[src/rtl/fetch_sequencer_pkg.sv]
// Shared constants, state encoding and helpers for the fetch redirect sequencer.
package fetch_sequencer_pkg;

  localparam int WORD_LEN_DEFAULT = 16;

  typedef enum logic {
    RUN  = 1'b0,
    PEND = 1'b1
  } seqState_t;

  function automatic logic [7:0] satInc8(input logic [7:0] value);
    return (value == 8'hFF) ? value : value + 8'd1;
  endfunction

endpackage

[src/rtl/fetch_sequencer_reg.sv]
// Load-enabled register with asynchronous clear; holds the pending redirect offset.
module fetch_sequencer_reg #(
  parameter int WIDTH = 16
) (
  input  logic             clk,
  input  logic             rst,
  input  logic             en,
  input  logic [WIDTH-1:0] d,
  output logic [WIDTH-1:0] q
);

  always_ff @(posedge clk or posedge rst) begin
    if (rst) begin
      q <= '0;
    end else if (en) begin
      q <= d;
    end
  end

endmodule

[src/rtl/fetch_sequencer.sv]
// Steers IF-stage redirects from ID, deferring them while instruction memory is not ready.
module fetch_sequencer
  import fetch_sequencer_pkg::*;
#(
  parameter int WORD_LEN = fetch_sequencer_pkg::WORD_LEN_DEFAULT
) (
  input  logic                clk,
  input  logic                rst,
  input  logic                hazard_stall,
  input  logic                br_req,
  input  logic                jmp_req,
  input  logic [WORD_LEN-1:0] req_offset,
  input  logic                imem_ready,
  output logic                freeze,
  output logic                brTaken,
  output logic                IsJump,
  output logic [WORD_LEN-1:0] brOffset,
  output logic                flush,
  output logic                pend_valid,
  output logic [7:0]          stall_cnt,
  output logic [7:0]          redir_cnt
);

  seqState_t           stateReg, stateNext;
  logic                pendJumpReg;
  logic [WORD_LEN-1:0] pendOffset;
  logic                latchEn;
  logic                reqValid;
  logic [7:0]          stallCntReg, redirCntReg;

  // Requests raised during a hazard are re-presented by ID later, so drop them here.
  assign reqValid = (br_req | jmp_req) & ~hazard_stall;

  fetch_sequencer_reg #(.WIDTH(WORD_LEN)) pendOffsetReg (
    .clk (clk),
    .rst (rst),
    .en  (latchEn),
    .d   (req_offset),
    .q   (pendOffset)
  );

  always_ff @(posedge clk or posedge rst) begin
    if (rst) begin
      stateReg    <= RUN;
      pendJumpReg <= 1'b0;
    end else begin
      stateReg <= stateNext;
      if (latchEn) begin
        pendJumpReg <= jmp_req;
      end
    end
  end

  always_comb begin
    stateNext = stateReg;
    latchEn   = 1'b0;
    freeze    = 1'b0;
    brTaken   = 1'b0;
    IsJump    = 1'b0;
    brOffset  = '0;
    flush     = 1'b0;
    case (stateReg)
      RUN: begin
        if (reqValid && imem_ready) begin
          flush    = 1'b1;
          brOffset = req_offset;
          IsJump   = jmp_req;
          brTaken  = ~jmp_req;
        end else if (reqValid) begin
          freeze    = 1'b1;
          latchEn   = 1'b1;
          stateNext = PEND;
        end else begin
          freeze = hazard_stall | ~imem_ready;
        end
      end
      PEND: begin
        // The latched redirect wins over anything ID presents now, hazards included.
        if (imem_ready) begin
          flush     = 1'b1;
          brOffset  = pendOffset;
          IsJump    = pendJumpReg;
          brTaken   = ~pendJumpReg;
          stateNext = RUN;
        end else begin
          freeze = 1'b1;
        end
      end
      default: stateNext = RUN;
    endcase
    if (rst) begin
      stateNext = RUN;
      latchEn   = 1'b0;
      freeze    = 1'b0;
      brTaken   = 1'b0;
      IsJump    = 1'b0;
      brOffset  = '0;
      flush     = 1'b0;
    end
  end

  always_ff @(posedge clk or posedge rst) begin
    if (rst) begin
      stallCntReg <= 8'd0;
      redirCntReg <= 8'd0;
    end else begin
      if (freeze) begin
        stallCntReg <= satInc8(stallCntReg);
      end
      if (flush) begin
        redirCntReg <= redirCntReg + 8'd1;
      end
    end
  end

  assign pend_valid = ~rst & (stateReg == PEND);
  assign stall_cnt  = stallCntReg;
  assign redir_cnt  = redirCntReg;

endmodule

[config.mk]
export PLATFORM = sky130hd
export DESIGN_NAME = fetch_sequencer
export DESIGN_NICKNAME = d
export VERILOG_FILES = /design/src/rtl/fetch_sequencer_pkg.sv /design/src/rtl/fetch_sequencer_reg.sv /design/src/rtl/fetch_sequencer.sv
export SDC_FILE = /design/constraint.sdc
export NUM_CORES = 1
export LEC_CHECK = 0
export CAP_MARGIN = 15
export CORE_MARGIN = 2
export CORE_UTILIZATION = 35
export DETAILED_ROUTE_END_ITERATION = 16
export GPL_ROUTABILITY_DRIVEN = 0
export GPL_TIMING_DRIVEN = 0
export SLEW_MARGIN = 10
export SYNTH_ARGS = -nofsm -noshare
export SYNTH_HDL_FRONTEND = slang
export SYNTH_SLANG_ARGS = --single-unit
[constraint.sdc]
create_clock -name clk -period 2 [get_ports clk]
set_clock_uncertainty 0.2 [all_clocks]
set_input_delay 0.4 -clock clk [delete_from_list [all_inputs] [get_ports clk]]
set_output_delay 0.4 -clock clk [all_outputs]
set_load 0.01 [all_outputs]
Word level (Yosys, flattened, before mapping)
Cells that the tools add are included.
{"block": "word_totals", "in_bits": 22, "register_bits": 34, "wordCells": 48, "output_inout_bits": 37}
{"block": "op_classes", "n_bitwise": 11, "muxes": 27, "eq_ne": 1, "add_sub_neg": 2, "reduce_logical": 2}
{"cell": "2-to-1 mux 16 bit", "n": 3}
{"cell": "case mux 16 bit (2 select lines)", "n": 1}
{"cell": "2-to-1 mux 1 bit", "n": 18}
{"cell": "adder 8 x 1 -> 8 bit (second input constant)", "n": 2}
{"cell": "case mux 1 bit (2 select lines)", "n": 5}
{"cell": "equality test 8 bit (second input constant)", "n": 1}
{"cell": "inverter 1 bit", "n": 7}
{"cell": "bitwise AND 1 bit", "n": 2}
{"cell": "OR 1 bit", "n": 2}
{"cell": "AND reduction 2 bit", "n": 1}
{"cell": "logical AND 1 bit", "n": 1}

Longest topological paths before layout
{"block": "logic_depth", "word_depth": 7, "ltp_mapped": 6, "ltp_nobuf": 5}

Hierarchy
Synthesis repeated with hierarchy kept, for this count alone.
{"block": "hier_totals", "cells_unflattened": 156, "hier_area_um2": 1796.7}
{"module": "fetch_sequencer", "area_each_um2": 1143.6, "seq_area_each_um2": 450.4, "cells_each": 121, "n_inst": 1}
{"module": "fetch_sequencer_reg", "area_each_um2": 653.1, "seq_area_each_um2": 400.4, "cells_each": 35, "n_inst": 1}

Worst setup path after synthesis
Ideal clock, no wire load.
{"block": "synth_timing", "kind": "input to output", "from": "input port hazard_stall", "to": "output port brOffset[10]", "cell_stages": 5, "slack_ns": 0.082, "arrival_time_ns": 1.318, "n_path_buf": 1, "t_required_ns": 1.400, "cell_sequence": "o21bai_2 > nor2_2 > buf_2 > a22oi_1 > nor2_1"}
{"block": "synth_between", "elab_chain_len": 6}
{"item": "from (decl)", "line": "fetch_sequencer.sv:9", "rtl": "input logic hazard_stall,"}
{"item": "inverter 1 bit", "line": "fetch_sequencer.sv:32", "rtl": "assign reqValid = (br_req | jmp_req) & ~hazard_stall;"}
{"item": "bitwise AND 1 bit", "line": "fetch_sequencer.sv:32"}
{"item": "logical AND 1 bit", "line": "fetch_sequencer.sv:64", "rtl": "if (reqValid && imem_ready) begin"}
{"item": "2-to-1 mux 16 bit", "line": "fetch_sequencer.sv:64"}
{"item": "case mux 16 bit (2 select lines)", "line": "fetch_sequencer.sv:62", "rtl": "case (stateReg)"}
{"item": "2-to-1 mux 16 bit", "line": "fetch_sequencer.sv:91", "rtl": "if (rst) begin"}
{"item": "to (decl)", "line": "fetch_sequencer.sv:17", "rtl": "output logic [WORD_LEN-1:0] brOffset,"}
No other way between the ends.

Worst setup path in the final report
{"block": "layout_timing", "from": "register stateReg", "to": "output port brOffset[4]"}
{"block": "layout_between", "elab_chain_len": 3}
{"item": "from (decl)", "line": "fetch_sequencer.sv:24", "rtl": "seqState_t stateReg, stateNext;"}
{"item": "from (signal assigned)", "line": "fetch_sequencer.sv:47", "rtl": "stateReg <= stateNext;"}
{"item": "inverter 1 bit"}
{"item": "case mux 16 bit (2 select lines) *", "line": "fetch_sequencer.sv:62"}
{"item": "2-to-1 mux 16 bit *", "line": "fetch_sequencer.sv:91"}
Every way passes the cells marked *; elsewhere a longest branch is shown, timed or not.

==> run_results.csv <==
group,metric,value,unit
status,outcome,"finished, violations left",
status,failed_checks,"negative setup slack",
final_layout,layout-drive-gt1-share,0.370,
clock_network,cts-hold-fix-buffers,0,
grt,grt_overflow,0,
clock_network,cts_buffers,5,
sta,maxSlewViolCount,0,
setup_path,crit_cells,6,
setup_path,reg2reg_setup_slack,0.28,ns
synthesis,syn-cell-area,1700,sq um
setup_path,cp_top_family,"buffers and inverters",
routing,vias,1472,
power_and_ir_drop,ir_worst_vdd,0.414,mV
final_layout,nNetsFinal,253,
sta,maxSlewHeadroom,0.532,
power_and_ir_drop,p_per_area,937,nW/um^2
setup_path,cpPeakStageDelay,0.41,ns
routing,dr.pass1.iters,4,
sta,final.min_clock_period,2.10,ns
floorplanning,die_y,73.8,um
floorplanning,dieArea,5440,sq um
floorplanning,rows,25,
power_and_ir_drop,power_leakage,0.00112,uW
sta,tightest_slew,0.701,ns
clock_network,clock_sinks,34,
synthesis,synth_cell_type_count,33,
clock_network,cts_tree,"done",
grt,grt_first_pass_wirelength,6950,um
routing,wirelength,4350,um
synthesis,ys_seq_area_frac,0.500,
routing,ant_nets,0,
grt,grt_max_degree,35,
place,hpwl,3090,um
floorplanning,die_w,73.8,um
floorplanning,io_pins,59,
grt,grt_pass1_vias,1489,
routing,first_iter_violations,51,
routing,route.detailed.drc,0,
clock_network,clock_latency,0.28,ns
sta,finalCritPeriodShare,1.05,
setup_path,critPathMaxFanout,7,
routing,vias_per_cell,5.18,
clock_network,clkTransAtPathRegs,0.06,ns
grt,grt.total_usage,0.168,
synthesis,syn_inst,153,
final_layout,final_cell_mix,"dfrtp_1 (34), clkdlybuf4s50_1 (32), nor2_1 (19), buf_2 (19), mux2_2 (18)",
clock_network,cts-root-buf,"clkbuf_8",
sta,grt_setup_unrepaired,"yes",
sta,timing.final.ws_setup,-0.0972,ns
place,port_buffers,58,
floorplanning,initial_utilization,0.363,
sta,max_freq,477,MHz
clock_network,htree_num_levels,2,
final_layout,diodes,0,
setup_path,startpoint_type,"flop",
setup_path,required,1.40,ns
final_layout,mostFrequentLayoutCell,"dfrtp_1",
setup_path,path_cells,"buf_6 > nor2_4 > buf_6 > a22oi_2 > nor2_1 > buf_2",
setup_path,critPathCaptureType,"primary output",
synthesis,syn_nets,177,
sta,fin_tns_setup,-0.911,ns
grt,antenna_found_initial,0,
setup_path,critPathSlowestCell,"dfrtp_1",
run,maxCapViolCount,0,
floorplanning,core_area,4690,sq um
setup_path,critPathMostFrequentCell,"buf_6",
routing,post_drt_wl_per_cell,15.3,um
clock_network,cts_max_path_buffers,2,
sta,hold_viol_final,0,
final_layout,utilization,0.545,
final_layout,syn2layout_area_growth,50.0,%
setup_path,r2r_cells,5,
synthesis,ys_warn_count,0,
setup_path,crit_buf_inv,3,
setup_path,cp.arrival,1.50,ns
min_path,hold_path_class,"input pin to asynchronous set/reset pin",
sta,finalSetupViolCount,18,
synthesis,ys_ff_latch,34,
setup_path,critPathKind,"flop to primary output",
synthesis,avgSynthCellArea,11.1,sq um
## power breakdown
part / switching (uW) / internal [uW] / leakage [uW]
Sequential: 201 / 876 / 0.000421
Clock: 230 / 347 / 0.0000575
Combinational: 290 / 450 / 0.000641
## kinds of logic (layout without fill, tap and decap cells)
family / count (synthesis) / in the layout / share of synthesized area
simple gates: 49 / 49 / 0.151
flops: 34 / 34 / 0.500
compound gates: 26 / 26 / 0.118
mux: 18 / 18 / 0.119
xor+xnor: 13 / 13 / 0.0669
buf+inv: 11 / 88 / 0.0308
fa+ha+maj: 2 / 2 / 0.0147
## layer usage
metal,track usage,vias to the layer above,share of wire
li1,-,698,-
met1,0.194,723,0.41
met2,0.290,47,0.51
met3,0.0562,4,0.066
met4,0.0586,0,0.010
met5,0,-,0
## metrics by stage
step / instance area, sq um / instances / hold WS [ns] / worst slack, ns / total power (uW)
2_1_floorplan: 1700 / 153 / 0.267 / 0.0820 / 1400
3_3_place_gp: 2350 / 265 / 0.262 / -1.06 / 1760
3_5_place_dp: 2350 / 265 / 0.272 / -1.10 / 1800
4_1_cts: 2520 / 282 / 0.149 / -0.0654 / 2420
5_1_grt: 2550 / 284 / 0.188 / -0.168 / 2550
6_report: 2550 / 284 / 0.121 / -0.0972 / 2390
## final cells by class
cell class	count	area [sq um]
Clock buffer	8	110
Multi-Input combinational cell	108	880
Timing Repair Buffer	69	563
Sequential cell	34	851
Inverter	5	21.3
Fill cell	425	2140
Buffer	6	62.6
Tap cell	54	67.6
## Yosys cell counts
| cell | count | share of area |
|---|---|---|
| dfrtp_1 | 34 | 0.50 |
| nor2_1 | 19 | 0.042 |
| mux2_2 | 18 | 0.12 |
| a22oi_1 | 16 | 0.071 |
| xnor2_1 | 12 | 0.062 |
| nand2_1 | 10 | 0.022 |
| nand4_1 | 6 | 0.022 |
| inv_1 | 4 | 0.0088 |
| a21oi_1 | 3 | 0.0088 |
| and3_1 | 3 | 0.011 |
| buf_2 | 3 | 0.0088 |
| ha_1 | 2 | 0.015 |
| nand3_1 | 2 | 0.0059 |
| nand4b_1 | 2 | 0.010 |
| a211oi_1 | 1 | 0.0044 |
| a21boi_0 | 1 | 0.0044 |
| a21o_4 | 1 | 0.0088 |
| a21oi_2 | 1 | 0.0051 |
| a2bb2oi_1 | 1 | 0.0051 |
| a31oi_1 | 1 | 0.0037 |
| and4_1 | 1 | 0.0051 |
| buf_1 | 1 | 0.0022 |
| buf_6 | 1 | 0.0066 |
| clkbuf_1 | 1 | 0.0022 |
| inv_2 | 1 | 0.0022 |
| nand2b_1 | 1 | 0.0037 |
| nor2_2 | 1 | 0.0037 |
| nor3_1 | 1 | 0.0029 |
| nor3_2 | 1 | 0.0059 |
| nor4_4 | 1 | 0.012 |
| o21bai_2 | 1 | 0.0066 |
| or2b_1 | 1 | 0.0044 |
| xor2_1 | 1 | 0.0051 |
## path summary, 6_finish.rpt
kind | startpoint | endpoint
min in group clk | rst | stateReg$_DFF_PP0_
max reg2reg | stateReg$_DFF_PP0_ | pendOffsetReg.q[11]$_DFFE_PP0P_
min | rst | redir_cnt[3]$_DFFE_PP0P_
max in group asynchronous | rst | redir_cnt[0]$_DFFE_PP0P_
min reg2reg | redir_cnt[7]$_DFFE_PP0P_ | redir_cnt[7]$_DFFE_PP0P_
max | stateReg$_DFF_PP0_ | brOffset[4]
## flip-flops by register name (all words and copies together) (netlist names)
signal           cells
stall_cnt            8
pendOffsetReg.q     16
pendJumpReg          1
stateReg             1
redir_cnt            8
## what timing repair did
item                                    4_1_cts  5_1_grt
cloned                                        1        0
resized for setup                           110        9
buffers inserted                              8        2
pin swaps                                     7       11
endpoints found under the setup margin       41       20
## worst register-to-register path: stages (launching register included)
cell     delay [ns]
dfrtp_1        0.41
buf_4          0.15
buf_4          0.13
nor4_4         0.17
buf_4          0.21
mux2_2         0.34
Note: power is estimated with default switching activity, not from simulation.
